==> config.mk <==
export PLATFORM = sky130hd
export DESIGN_NAME = icache_ctrl
export DESIGN_NICKNAME = d
export VERILOG_FILES = /design/src/rtl/icache_ctrl.sv
export SDC_FILE = /design/constraint.sdc
export NUM_CORES = 1
export LEC_CHECK = 0
export CAP_MARGIN = 20
export CORE_AREA = 3 3 132 134
export CTS_BUF_LIST = sky130_fd_sc_hd__clkbuf_8
export DETAILED_ROUTE_END_ITERATION = 10
export DIE_AREA = 0 0 135 137
export PLACE_DENSITY = 0.67
export REMOVE_ABC_BUFFERS = 1
export SETUP_SLACK_MARGIN = 0.4
export SYNTH_ARGS = -nofsm -noshare
export SYNTH_HDL_FRONTEND = slang
export SYNTH_SLANG_ARGS = --single-unit
export TNS_END_PERCENT = 20
==> constraint.sdc <==
create_clock -name clk -period 1.75 [get_ports clk]
set_input_delay 0.35 -clock clk [delete_from_list [all_inputs] [get_ports clk]]
set_output_delay 0.35 -clock clk [all_outputs]
set_load 0.01 [all_outputs]
==> src/rtl/icache_ctrl.sv <==
`default_nettype none
// ============================================================================
//  Module   : icache_ctrl
//  Purpose  : Instruction-cache control FSM between the CPU fetch port and
//             the tag/data arrays. Looks up tag, refills a 4-word line from
//             memory on a miss, and sequences cache-wide flushes.
//             Address split: tag=[31:10], index=[9:4], word=[3:2].
//  Options  : ICACHE_PERF_CNT_EN - saturating hit/miss performance counters
//             (ports tied to 0 when undefined).
//  Revision : 1.0 - initial release
// ============================================================================
module icache_ctrl #(
  parameter int LINE_WORDS = 4,
  parameter int PERF_CNT_W = 32
) (
  input  logic                  clk,
  input  logic                  rst_n,
  // CPU fetch port
  input  logic                  cpu_req_valid,
  input  logic [31:0]           cpu_req_addr,
  output logic                  cpu_req_ready,
  output logic                  cpu_resp_valid,
  output logic [31:0]           cpu_resp_data,
  input  logic                  flush_req,
  // Tag array
  output logic [5:0]            lookup_index,
  output logic [21:0]           lookup_tag,
  input  logic                  hit,
  output logic                  update_valid,
  output logic [5:0]            update_index,
  output logic [21:0]           update_tag,
  output logic                  flush_all,
  // Data array
  output logic [5:0]            data_rd_index,
  output logic [1:0]            data_rd_word,
  input  logic [31:0]           data_rdata,
  output logic                  data_we,
  output logic [5:0]            data_wr_index,
  output logic [1:0]            data_wr_word,
  output logic [31:0]           data_wdata,
  // Memory line-fill port
  output logic                  mem_req_valid,
  output logic [31:0]           mem_req_addr,
  input  logic                  mem_req_ready,
  input  logic                  mem_rvalid,
  input  logic [31:0]           mem_rdata,
  // Performance counters
  output logic [PERF_CNT_W-1:0] perf_hit_cnt,
  output logic [PERF_CNT_W-1:0] perf_miss_cnt
);

  // Index of the final beat of a line; the beat counter is 2 bits wide.
  localparam logic [1:0] c_last_beat = 2'(LINE_WORDS - 1);

  typedef enum logic [2:0] {
    S_IDLE    = 3'd0,
    S_CHECK   = 3'd1,
    S_MEM_REQ = 3'd2,
    S_REFILL  = 3'd3,
    S_RESP    = 3'd4
  } state_t;

  state_t      r_state;
  state_t      w_next;
  logic [31:2] r_addr;        // latched fetch address (byte offset dropped)
  logic [1:0]  r_cnt;         // refill beat counter
  logic        r_flush_pend;  // flush requested, not yet issued
  logic [31:0] r_resp_word;   // requested word captured during refill
  logic        r_resp_arm;    // second RESP cycle: deliver the word

  logic [21:0] w_tag;
  logic [5:0]  w_index;
  logic [1:0]  w_word;
  logic        w_flush_fire;
  logic        w_beat;
  logic        w_unused_addr_lsbs;

  assign w_tag   = r_addr[31:10];
  assign w_index = r_addr[9:4];
  assign w_word  = r_addr[3:2];

  // Byte offset within a word is irrelevant for instruction fetch.
  assign w_unused_addr_lsbs = ^cpu_req_addr[1:0];

  // A flush (new or pending) blocks acceptance; only IDLE accepts.
  assign cpu_req_ready = (r_state == S_IDLE) & ~r_flush_pend & ~flush_req;
  assign w_flush_fire  = (r_state == S_IDLE) & r_flush_pend;
  assign flush_all     = w_flush_fire;
  assign w_beat        = (r_state == S_REFILL) & mem_rvalid;

  // Array addressing always follows the latched request.
  assign lookup_index  = w_index;
  assign lookup_tag    = w_tag;
  assign data_rd_index = w_index;
  assign data_rd_word  = w_word;
  assign data_wr_index = w_index;
  assign data_wr_word  = r_cnt;
  assign data_wdata    = mem_rdata;
  assign update_index  = w_index;
  assign update_tag    = w_tag;
  assign mem_req_addr  = {r_addr[31:4], 4'h0};

  // State register
  always_ff @(posedge clk or negedge rst_n) begin
    if (!rst_n) begin
      r_state <= S_IDLE;
    end else begin
      r_state <= w_next;
    end
  end

  // Next-state decode and per-state strobes
  always_comb begin
    w_next         = r_state;
    cpu_resp_valid = 1'b0;
    cpu_resp_data  = 32'h0;
    mem_req_valid  = 1'b0;
    data_we        = 1'b0;
    update_valid   = 1'b0;
    case (r_state)
      S_IDLE: begin
        if (cpu_req_valid && cpu_req_ready) begin
          w_next = S_CHECK;
        end
      end
      S_CHECK: begin
        if (hit) begin
          cpu_resp_valid = 1'b1;
          cpu_resp_data  = data_rdata;
          w_next         = S_IDLE;
        end else begin
          w_next = S_MEM_REQ;
        end
      end
      S_MEM_REQ: begin
        mem_req_valid = 1'b1;
        if (mem_req_ready) begin
          w_next = S_REFILL;
        end
      end
      S_REFILL: begin
        if (mem_rvalid) begin
          data_we = 1'b1;
          if (r_cnt == c_last_beat) begin
            update_valid = 1'b1;
            w_next       = S_RESP;
          end
        end
      end
      S_RESP: begin
        // First RESP cycle lets the final data/tag writes commit.
        if (r_resp_arm) begin
          cpu_resp_valid = 1'b1;
          cpu_resp_data  = r_resp_word;
          w_next         = S_IDLE;
        end
      end
      default: w_next = S_IDLE;
    endcase
  end

  // Latch the fetch address on acceptance
  always_ff @(posedge clk or negedge rst_n) begin
    if (!rst_n) begin
      r_addr <= '0;
    end else if (cpu_req_valid && cpu_req_ready) begin
      r_addr <= cpu_req_addr[31:2];
    end
  end

  // Beat counter: cleared on the memory handshake, advances per beat
  always_ff @(posedge clk or negedge rst_n) begin
    if (!rst_n) begin
      r_cnt <= 2'd0;
    end else if ((r_state == S_MEM_REQ) && mem_req_ready) begin
      r_cnt <= 2'd0;
    end else if (w_beat) begin
      r_cnt <= r_cnt + 2'd1;
    end
  end

  // Capture the requested word as it streams past
  always_ff @(posedge clk or negedge rst_n) begin
    if (!rst_n) begin
      r_resp_word <= 32'h0;
    end else if (w_beat && (r_cnt == w_word)) begin
      r_resp_word <= mem_rdata;
    end
  end

  // Two-cycle RESP sequencing
  always_ff @(posedge clk or negedge rst_n) begin
    if (!rst_n) begin
      r_resp_arm <= 1'b0;
    end else if (r_state == S_RESP) begin
      r_resp_arm <= ~r_resp_arm;
    end else begin
      r_resp_arm <= 1'b0;
    end
  end

  // Pending flush: set from any state, consumed by the IDLE flush pulse
  always_ff @(posedge clk or negedge rst_n) begin
    if (!rst_n) begin
      r_flush_pend <= 1'b0;
    end else begin
      r_flush_pend <= flush_req | (r_flush_pend & ~w_flush_fire);
    end
  end

`ifdef ICACHE_PERF_CNT_EN
  logic [PERF_CNT_W-1:0] r_hit_cnt;
  logic [PERF_CNT_W-1:0] r_miss_cnt;

  // Saturating hit/miss counters updated on the CHECK decision
  always_ff @(posedge clk or negedge rst_n) begin
    if (!rst_n) begin
      r_hit_cnt  <= '0;
      r_miss_cnt <= '0;
    end else if (r_state == S_CHECK) begin
      if (hit) begin
        if (r_hit_cnt != {PERF_CNT_W{1'b1}}) begin
          r_hit_cnt <= r_hit_cnt + 1'b1;
        end
      end else begin
        if (r_miss_cnt != {PERF_CNT_W{1'b1}}) begin
          r_miss_cnt <= r_miss_cnt + 1'b1;
        end
      end
    end
  end

  assign perf_hit_cnt  = r_hit_cnt;
  assign perf_miss_cnt = r_miss_cnt;
`else
  assign perf_hit_cnt  = '0;
  assign perf_miss_cnt = '0;
`endif

endmodule
`default_nettype wire
---- Word-level counts from Yosys, hierarchy flattened ----
Index checks and enable logic that the tools add are counted.
storage, ports and cells
  register bits ........................... 69
  bits in latches ......................... 0
  RAM bits ................................ 0
  bits in read-only memories .............. 0
  input bits .............................. 103
  memories kept ........................... 0
cells by class
  equality and inequality tests ........... 11
  $lt $le $gt $ge ......................... 0
  reductions and logical operators ........ 6
  divide/modulo/power cells ............... 0
  shifts and indexed selects .............. 0
  bitwise logic cells ..................... 10
  add/subtract/negate cells ............... 1
  multiply operators ...................... 0
  muxes and demuxes ....................... 22
operator list
  operator               number
  $mux W32               2
  $pmux W32 S2           1
  $mux W3                5
  $pmux W3 S5            1
  $mux W1                9
  $eq A3 B2 Y1 const B   2
  $mux W2                3
  $ne A2 B2 Y1 const B   3
  $and A1 B1 Y1          5
  $reduce_and A5 Y1      1
  $ne A2 B1 Y1 const B   2
  $not A1 Y1             4
  $eq A3 B1 Y1 const B   1
  $eq A3 B3 Y1 const B   1
  $logic_and A1 B1 Y1    3
  $logic_not A3 Y1       1
  $add A2 B1 Y2 const B  1
  $eq A2 B2 Y1           1
  $eq A2 B2 Y1 const B   1
  $pmux W1 S2            1
  $reduce_bool A2 Y1     1
  $or A1 B1 Y1           1

---- Depth between registers and ports, before layout ----
  depth in word-level cells ............... 6
  gate-level depth with buffers ........... 6
  depth with buffers taken out ............ 4

---- Worst setup path after synthesis ----
OpenSTA, ideal clock, no wires.
  path kind ............................... flip-flop to output port
  from .................................... reg r_state[1]
  to ...................................... out cpu_resp_data[0]
  required time ........................... 1.400 ns
  data arrival time ....................... 1.335 ns
  setup slack ............................. 0.065 ns
  cell stages (with the launch flop) ...... 7
  path through ............................ dfrtp_1 > buf_4 > nor2_1 > and3_1 > clkbuf_1 > buf_2 > a22o_1
between the ends
  longest elaborated chain between the ends .. 2
  elaborated cells on any way between the ends .. 3
  classes of those cells .................. eq/ne: 2; mux: 1
RTL lines
  item                                                 RTL line  source
  start, declared                                      63        state_t r_state;
  start signal, assigned                               108       r_state <= w_next;
  $eq A3 B3 Y1 / $eq A3 B1 Y1 (equally long branches)  120       case (r_state)
  $pmux W32 S2 (*)                                     120
  end, declared                                        23        output logic [31:0] cpu_resp_data,
Every way passes the cells marked *; elsewhere a longest branch is shown, timed or not.

---- Worst setup path in the final report ----
  from .................................... reg r_state[2]
  to ...................................... out cpu_resp_data[8]
The elaborated chain is that of the path after synthesis.

==> flow_summary.ini <==
[outcome]
outcome = finished with violations
violations = setup timing

[worst_setup_path]
path_max_fanout = 17
endpoint_kind = output port
crit_chain = nor4bb_4 -> buf_4 -> buf_12 -> a22o_1 -> buf_2
critPathTopFamily = buffers and inverters
arrival_ps = 1730
critPathKind = flip-flop to output port
start_kind = flip-flop
critPathBufInv = 3
cp_slowest_cell = dfrtp_1
crit_required_ps = 1400
critPathMaxStageDelay_ps = 430

[timing]
fin_ws_ps = -331
final.min_clock_period_ps = 2080
setup_viol = 70
final.period_utilization = 1.19
clock.fmax_mhz = 481
hold_viol_final = 0
rsz0062_at_grt = yes
finClkSkew_ps = 9.33
fin_setup_tns_ps = -19740
slew_violations = 0

[cells_and_area]
fillerInstances = 1563
fin_area_um2 = 6710
antennaDiodeCount = 0
final_cell_mix = buf_2, clkdlybuf4s50_1, conb_1
drive_gt1_frac = 0.519
layout_commonest_cell = buf_2
finalNetCount = 702
area_growth_pct = 50.2

[synth]
ys_types = 32
synthesis.area_um2 = 4470
synth_fa_ha_area_frac = 0.00280
synth_xor_area_frac = 0.00392
netlist.area_leader.share = 0.386
synthCells = 387
synth_top_area_cell = dfrtp_1
synth_area_leaders = dfrtp_1, buf_4, mux2_4, mux2_2, a22o_1
synth_top_family_by_area = buffers and inverters
ys_seq_elements = 69
synth.area.mux_share = 0.184
yosys_warnings = 0
syn-mean-instance-area_um2 = 11.5
synth_compound_area_frac = 0.0770
synth-simple-area-share = 0.0291
yosysSeqAreaShare = 0.386

[global_route]
grt_overflow_total = 0
antenna_found_initial = 0
track_usage = 0.137
grt_pass1_wl_um = 19500
grt_max_degree = 39
grt_pass1_vias = 3446

[clock_tree]
h-tree-depth = 3
clock-root-buffer = clkbuf_8
clock_latency_ps = 350
clockBufferDepth = 2
clk_pin_slew_worst_paths_ps = 80
cts_buffers = 9
cts_tree = built
clock-sinks = 69

[power]
vdd.ir_drop.worst_mv = 0.846
switching_share = 0.355
power-per-cell-area_nw_per_um2 = 1480
power_frac_seq = 0.321
p_leak_nw = 3.51
p_switching_w = 0.00352
p_int_w = 0.00641
power_frac_comb = 0.531
power_frac_clock = 0.148

[die]
dieWidth_um = 135
ios = 341
dieArea_um2 = 18500
rows = 47
start_util = 0.272
coreArea_um2 = 16400
die_y_um = 137

[route]
drc = 0
drt-wirelength-per-cell_um = 16.5
vias = 3338
vias_per_cell = 4.06
dr.first_iter.drc_count = 47
dr.pass1.iters = 2
drt-total-wl_um = 13600
final_antenna_net_count = 0

[run]
max-cap-violations = 0

[placed_design]
dp_hpwl_um = 9730
dpl_cell_area_um2 = 6590
place_ws_ps = -764
globalplace.congestion = 0.780
io_buffers = 270

[worst_hold_path]
hold_class = primary input to flip-flop
[synth_stat cells, drive strengths merged]
master,number
nor3b,1
nand3,3
and2,2
mux2i,1
and3,2
or3,1
o211ai,1
or2,1
xnor2,2
a21o,1
nor3,2
a21oi,2
buf,184
nand3b,1
nor2,5
conb,1
ha,1
inv,1
clkbuf,2
mux2,62
a22o,34
dfrtp,69
nand2,2
and4b,1
nor4bb,1
o21bai,2
nand2b,1
o22ai,1
[kinds of logic after synthesis]
| family | count (synthesis) |
|---|---|
| fa+ha+maj | 1 |
| other cells | 1 |
| xor+xnor | 2 |
| buf+inv | 187 |
| compound gates | 41 |
| mux | 63 |
| flops | 69 |
| simple gates | 23 |
[final cells by class]
| cell class | instances | area (µm²) | area share |
|---|---|---|---|
| Tap cell | 220 | 275 | 0.0410 |
| Clock buffer | 10 | 138 | 0.0205 |
| Timing Repair Buffer | 319 | 2740 | 0.408 |
| Clock inverter | 6 | 86.3 | 0.0129 |
| Sequential cell | 69 | 1740 | 0.260 |
| Multi-Input combinational cell | 198 | 1730 | 0.257 |
| Inverter | 1 | 3.75 | 0.000559 |
[metrics by stage]
stage / power, W / util / hold slack [ps] / cells
final: 0.00994 / 0.409 / 271 / 823
after floorplan: 0.00502 / - / 54.4 / 268
after global routing: 0.0105 / 0.409 / 263 / 823
after global placement: 0.00844 / 0.402 / 312 / 786
after CTS: 0.00987 / 0.399 / 441 / 817
after detailed placement: 0.00847 / 0.402 / 318 / 786
[layer usage]
layer / vias to the layer above / global-route usage / share of wire
met2: 210 / 0.243 / 0.52
met5: - / 0 / 0
li1: 1507 / - / -
met3: 12 / 0.0338 / 0.088
met1: 1609 / 0.163 / 0.38
met4: 0 / 0.0476 / 0.016
[timing repair]
action,in CTS,in global routing
resized for setup,609,109
cloned,3,1
buffers inserted,11,5
hold buffers,1,0
hold endpoints to repair,31,0
endpoints found under the setup margin,235,176
pin swaps,5,12
[power by group through the flow]
stage / Clock [W] / Sequential, W / Combinational, W
after floorplan: 0 / 0.00347 / 0.00155
after global placement: 0 / 0.00312 / 0.00532
after detailed placement: 0 / 0.00315 / 0.00532
after CTS: 0.00156 / 0.00316 / 0.00515
after global routing: 0.00162 / 0.00331 / 0.00560
final: 0.00147 / 0.00319 / 0.00527
[final timing paths]
kind                                 start               end  slack (ps)  cells past startpoint
setup / recovery                r_state[2]  cpu_resp_data[8]        -330                      5
hold / removal               mem_rdata[10]   r_resp_word[10]         270                      2
setup reg to reg                r_state[1]   r_resp_word[22]        -280                      9
hold reg to reg            r_resp_word[26]   r_resp_word[26]         510                      1
max in group asynchronous            rst_n   data_wr_word[0]         670                      3
min in group asynchronous            rst_n    r_resp_word[3]         490                      2
[flip-flops by register name (all words and copies together) (netlist names)]
signal / count
r_resp_word: 32
r_addr: 30
data_wr_word: 2
r_resp_arm: 1
r_state: 3
r_flush_pend: 1
Power figures use the tool's default switching activity.
==> variant 1 (config.mk and constraints unchanged) <==
`PERF_CNT_W`: 32 -> 64.
--- a/src/rtl/icache_ctrl.sv
+++ b/src/rtl/icache_ctrl.sv
@@ -11,7 +11,7 @@
 // ============================================================================
 module icache_ctrl #(
   parameter int LINE_WORDS = 4,
-  parameter int PERF_CNT_W = 32
+  parameter int PERF_CNT_W = 64
 ) (
   input  logic                  clk,
   input  logic                  rst_n,
Interface: changed (resized perf_hit_cnt and perf_miss_cnt); port bits go from 341 to 405. No check against the original RTL was run, so the function may have changed too.
==> variant 1 against the original RTL <==
  * The run still ends with setup timing left
  * Final cell count is 10% higher
  * Combinational power is 1% lower
  * Cell area is 5.1% higher
  * First-iteration DRC count is 34% higher
  * Power is 2.3% lower
  * Wire length is 6.0% higher
  * Setup slack worse by 0.14 ns
  * Area after synthesis is 11% higher
  * Sequential cell count stayed put
  * Sequential power is 2% lower
  * Critical path type unchanged
==> variant 1: results (changes against the original RTL) <==
| Metric | Value |
|---|---|
| Max FO, Critical Path | 6 (-11) |
| TNS Setup | -21.88 ns (-2.140 ns) |
| Dpl hpwl | 10.01 mm (+2.9%) |
| Switching pwr | 0.003520 W (about the same) |
| Placed cells | 860 (+9.4%) |
| Critical path arrival | 1.87 ns (+0.14 ns) |
| Setup Buffers After CTS | 12 (+1) |
| # resized after CTS | 713 (+17%) |
| Post-placement setup slack | -0.7684 ns (-0.004129 ns) |
| Post-synth top cells | 233 x buf_4, 69 x dfrtp_1, 34 x a22o_1 |
| Outcome | complete, but fails checks |
| Top cells by area, synth | buf_4 35%, dfrtp_1 35%, mux2_4 9.1%, mux2_2 7.3%, a22o_1 6.0% |
| Post-synthesis sequential area ratio | 34.89% (-3.8 points) |
| Setup violators final | 99 (+41%) |
| Xor-xnor portion of the synthesized cell area | 0.3540% (-0.038 points) |
| Lkg Pwr | 3.682 nW (+5.0%) |
| WL final | 14.42 mm (+6.0%) |
| Mux cell area share after synthesis | 16.59% (-1.8 points) |
| RePlAce Congestion | 0.7224 (-7.3%) |
| First-pass GRT wire length | 19.89 mm (+1.7%) |
| DRT iter0 DRCs | 63 (+34%) |
| Vias in the first global route | 3507 (+1.8%) |
| Share of layout cells above drive strength 1 | 48.18% (-3.7 points) |
| Adder-Cell Fraction of Synth Area | 0.2528% (-0.027 points) |
| Failing checks | setup timing |
| Wirelength per Cell | 15.94 µm (-3.6%) |
| Final WS setup | -0.4719 ns (-0.1411 ns) |
variant 1: cell count changes after synthesis:
| cell | change |
|---|---|
| buf_4 | +64 |
variant 1: routing by layer:
layer / vias up / track usage, % / share of wire, %
met2: 217 / 25.43 / 52
li1: 1599 / - / -
met3: 15 / 4.816 / 9.6
met5: - / 0 / 0
met4: 0 / 3.471 / 1.4
met1: 1658 / 16.07 / 37
variant 1: power by group through the flow:
| stage | sequential, W | combinational [W] | clock [W] |
|---|---|---|---|
| final | 0.00312 | 0.00521 | 0.00138 |
| after global routing | 0.00325 | 0.00559 | 0.00153 |
| after CTS | 0.00308 | 0.00487 | 0.00145 |
| after detailed placement | 0.00309 | 0.00536 | 0 |
| after global placement | 0.00309 | 0.00535 | 0 |
| after floorplan | 0.00347 | 0.00161 | 0 |
variant 1: final cells by class:
| cell class | count | area, µm² |
|---|---|---|
| Clock inverter | 5 | 57.56 |
| Fill cell | 1647 | 9350 |
| Tap cell | 220 | 275.3 |
| Clock buffer | 11 | 151.4 |
| Inverter | 1 | 3.754 |
| Timing Repair Buffer | 337 | 2932 |
| Multi-Input combinational cell | 262 | 1903 |
| Sequential cell | 69 | 1734 |
variant 1: kinds of logic (layout without fill, tap and decap cells):
family,count (synthesis),count (layout)
adders and majority gates,1,1
buffers and inverters,251,354
DFF,69,69
and+or+nand+nor,23,23
other,1,132
xor gates and xnor gates,2,2
AOI/OAI and AO/OA,41,41
muxes,63,63
variant 1: worst paths after layout:
check	endpoint	start
hold reg to reg	r_resp_word[10]	r_resp_word[10]
setup / recovery	cpu_resp_data[4]	r_state[2]
hold / removal	r_resp_word[20]	mem_rdata[20]
setup reg to reg	r_resp_word[17]	r_state[1]
min in group asynchronous	r_addr[19]	rst_n
max in group asynchronous	r_addr[26]	rst_n
==> variant 2 (same settings) <==
Without the edit above. Re-encode `state_t` (5 states) as one-hot, 5 bits wide.
--- a/src/rtl/icache_ctrl.sv
+++ b/src/rtl/icache_ctrl.sv
@@ -52,12 +52,12 @@
   // Index of the final beat of a line; the beat counter is 2 bits wide.
   localparam logic [1:0] c_last_beat = 2'(LINE_WORDS - 1);
 
-  typedef enum logic [2:0] {
-    S_IDLE    = 3'd0,
-    S_CHECK   = 3'd1,
-    S_MEM_REQ = 3'd2,
-    S_REFILL  = 3'd3,
-    S_RESP    = 3'd4
+  typedef enum logic [4:0] {
+    S_IDLE    = 5'b00001,
+    S_CHECK   = 5'b00010,
+    S_MEM_REQ = 5'b00100,
+    S_REFILL  = 5'b01000,
+    S_RESP    = 5'b10000
   } state_t;
 
   state_t      r_state;
Behaviour: same outputs for any inputs over 10 cycles, from zero or initial values and one cycle with rst_n low; not proved beyond that.
==> variant 2 against the original RTL <==
  * The flow still finishes with violations (setup timing)
  * Area after synthesis is 1.0% lower
  * Power is 26% lower
  * Cell area is 0.78% lower
  * Utilization is 0.32 points lower
  * Wire length is 5.2% higher
  * Count of clock-buffer cells in the layout stayed put
  * Non-clock buffer count is 1 higher
  * Sequential cell count is 2 higher
  * Setup slack worse by 0.50 ns
  * Critical path type unchanged
  * Largest cell class unchanged
==> variant 2: results (changes against the original RTL) <==
| Metric | Value |
|---|---|
| Final WS setup | -0.8302 ns (-0.4994 ns) |
| GRT Util Overall | 14.57% (+0.83 points) |
| Outcome | complete, but fails checks |
| Clock skew | 0.01112 ns (+0.001792 ns) |
| First-pass GRT wire length | 20.64 mm (+5.6%) |
| Max VDD drop | 0.7441 mV (-12%) |
| Largest regs | r_resp_word (32), r_addr (30), r_state (5) |
| Share of layout cells above drive strength 1 | 52.11% (+0.20 points) |
| Largest net degree at the start of global routing | 51 (+31%) |
| Wirelength per Cell | 17.11 µm (+3.5%) |
| RePlAce Congestion | 0.7250 (-7.0%) |
| Hold Path End | r_resp_word[11] |
| Worst Hold Launch | mem_rdata[11] |
| Int Power | 0.004584 W (-29%) |
| Failing checks | setup timing |
| Slowest stage cell, crit path | or3b_4 |
| Lkg Pwr | 3.419 nW (-2.5%) |
| DRT iter0 DRCs | 74 (+57%) |
| CP top delay family | simple AND/OR/NAND/NOR gates |
| Final #Nets | 715 (+1.9%) |
| 1st-pass router iterations | 4 (+2) |
| TNS Setup | -37.97 ns (-18.22 ns) |
| Reg2Reg Setup Slack | -0.24 ns (+0.04 ns) |
| Top cells by area, synth | dfrtp_1 40%, buf_4 29%, mux2_2 15%, a22o_1 6.3%, buf_6 0.76% |
| Vias in the first global route | 3599 (+4.4%) |
| Post-synth top cells | 171 x buf_4, 70 x dfrtp_1, 60 x mux2_2 |
| Setup violators final | 100 (+43%) |
| RR Endpoint | r_resp_word[27] |
| Post-synthesis sequential area ratio | 40.20% (+1.6 points) |
| Critical path arrival | 2.23 ns (+0.50 ns) |
| Hold slack | 0.2715 ns (+0.00007700 ns) |
| Max FO, Critical Path | 5 (-12) |
variant 2: changes by cell type after synthesis, moves of 3 or more:
| cell | change |
|---|---|
| buf_12 | -3 |
| buf_2 | -7 |
| mux2_4 | -30 |
| mux2_2 | +28 |
| xor2_1 | +3 |
variant 2: layout make-up:
cell class / instances / area [µm²]
inverters: 3 / 11.26
flip-flops and latches: 71 / 1788
clock inverters: 6 / 67.56
clock buffers: 10 / 137.6
multi-input cells: 206 / 1723
fillers: 1593 / 9748
well taps: 220 / 275.3
repair buffers: 320 / 2656
variant 2: how the worst max path moves through the flow:
| stage | start | end | cells after the start |
|---|---|---|---|
| 2_1_floorplan | r_state[3] | cpu_resp_data[0] | 4 |
| 3_3_place_gp | r_state[3] | cpu_resp_data[14] | 6 |
| 3_5_place_dp | r_state[3] | cpu_resp_data[5] | 6 |
| 4_1_cts | r_state[2] | cpu_resp_data[7] | 8 |
| 5_1_grt | r_state[2] | cpu_resp_data[7] | 8 |
| 6_report | r_state[2] | cpu_resp_data[7] | 8 |
variant 2: repair_timing:
action / 4_1_cts / 5_1_grt
gates resized for setup: 764 / 44
buffers inserted: 12 / 2
setup endpoints to repair: 240 / 155
endpoints found under the hold margin: 21 / 0
gates cloned: 6 / 0
pin swaps: 12 / 5
hold buffers: 1 / 0
variant 2: cells by family after synthesis:
logic type | after synthesis | share of synthesized area, %
fa+ha+maj | 1 | 0.2828
flops | 71 | 40.20
other cells | 1 | 0.08478
simple gates | 29 | 4.357
mux | 63 | 16.01
xor+xnor | 4 | 0.7922
compound gates | 41 | 7.553
buf+inv | 184 | 30.72
variant 2: metrics by stage:
stage	cell area (µm²)	utilization [%]	worst slack, ns	std cells
4_1_cts	6525	39.77	-0.8813	834
3_3_place_gp	6551	39.93	-0.8155	799
2_1_floorplan	3327	-	-0.9774	280
5_1_grt	6659	40.59	-0.9486	836
3_5_place_dp	6551	39.93	-0.8714	799
6_report	6659	40.59	-0.8302	836
variant 2: power groups by stage:
stage	Clock, W	Sequential [W]	Combinational, W
after floorplan	0	0.00306	0.000606
after global placement	0	0.00261	0.00416
after detailed placement	0	0.00262	0.00415
after CTS	0.00147	0.00261	0.00324
after global routing	0.00154	0.00270	0.00359
final	0.00140	0.00262	0.00336
variant 2: routing by layer:
layer / wire length (µm) / GRT usage, % / up-vias
li1: - / - / 1546
met1: 5145 / 15.70 / 1629
met2: 7556 / 27.18 / 219
met3: 1431 / 4.559 / 14
met4: 174 / 4.591 / 0
met5: 0 / 0 / -
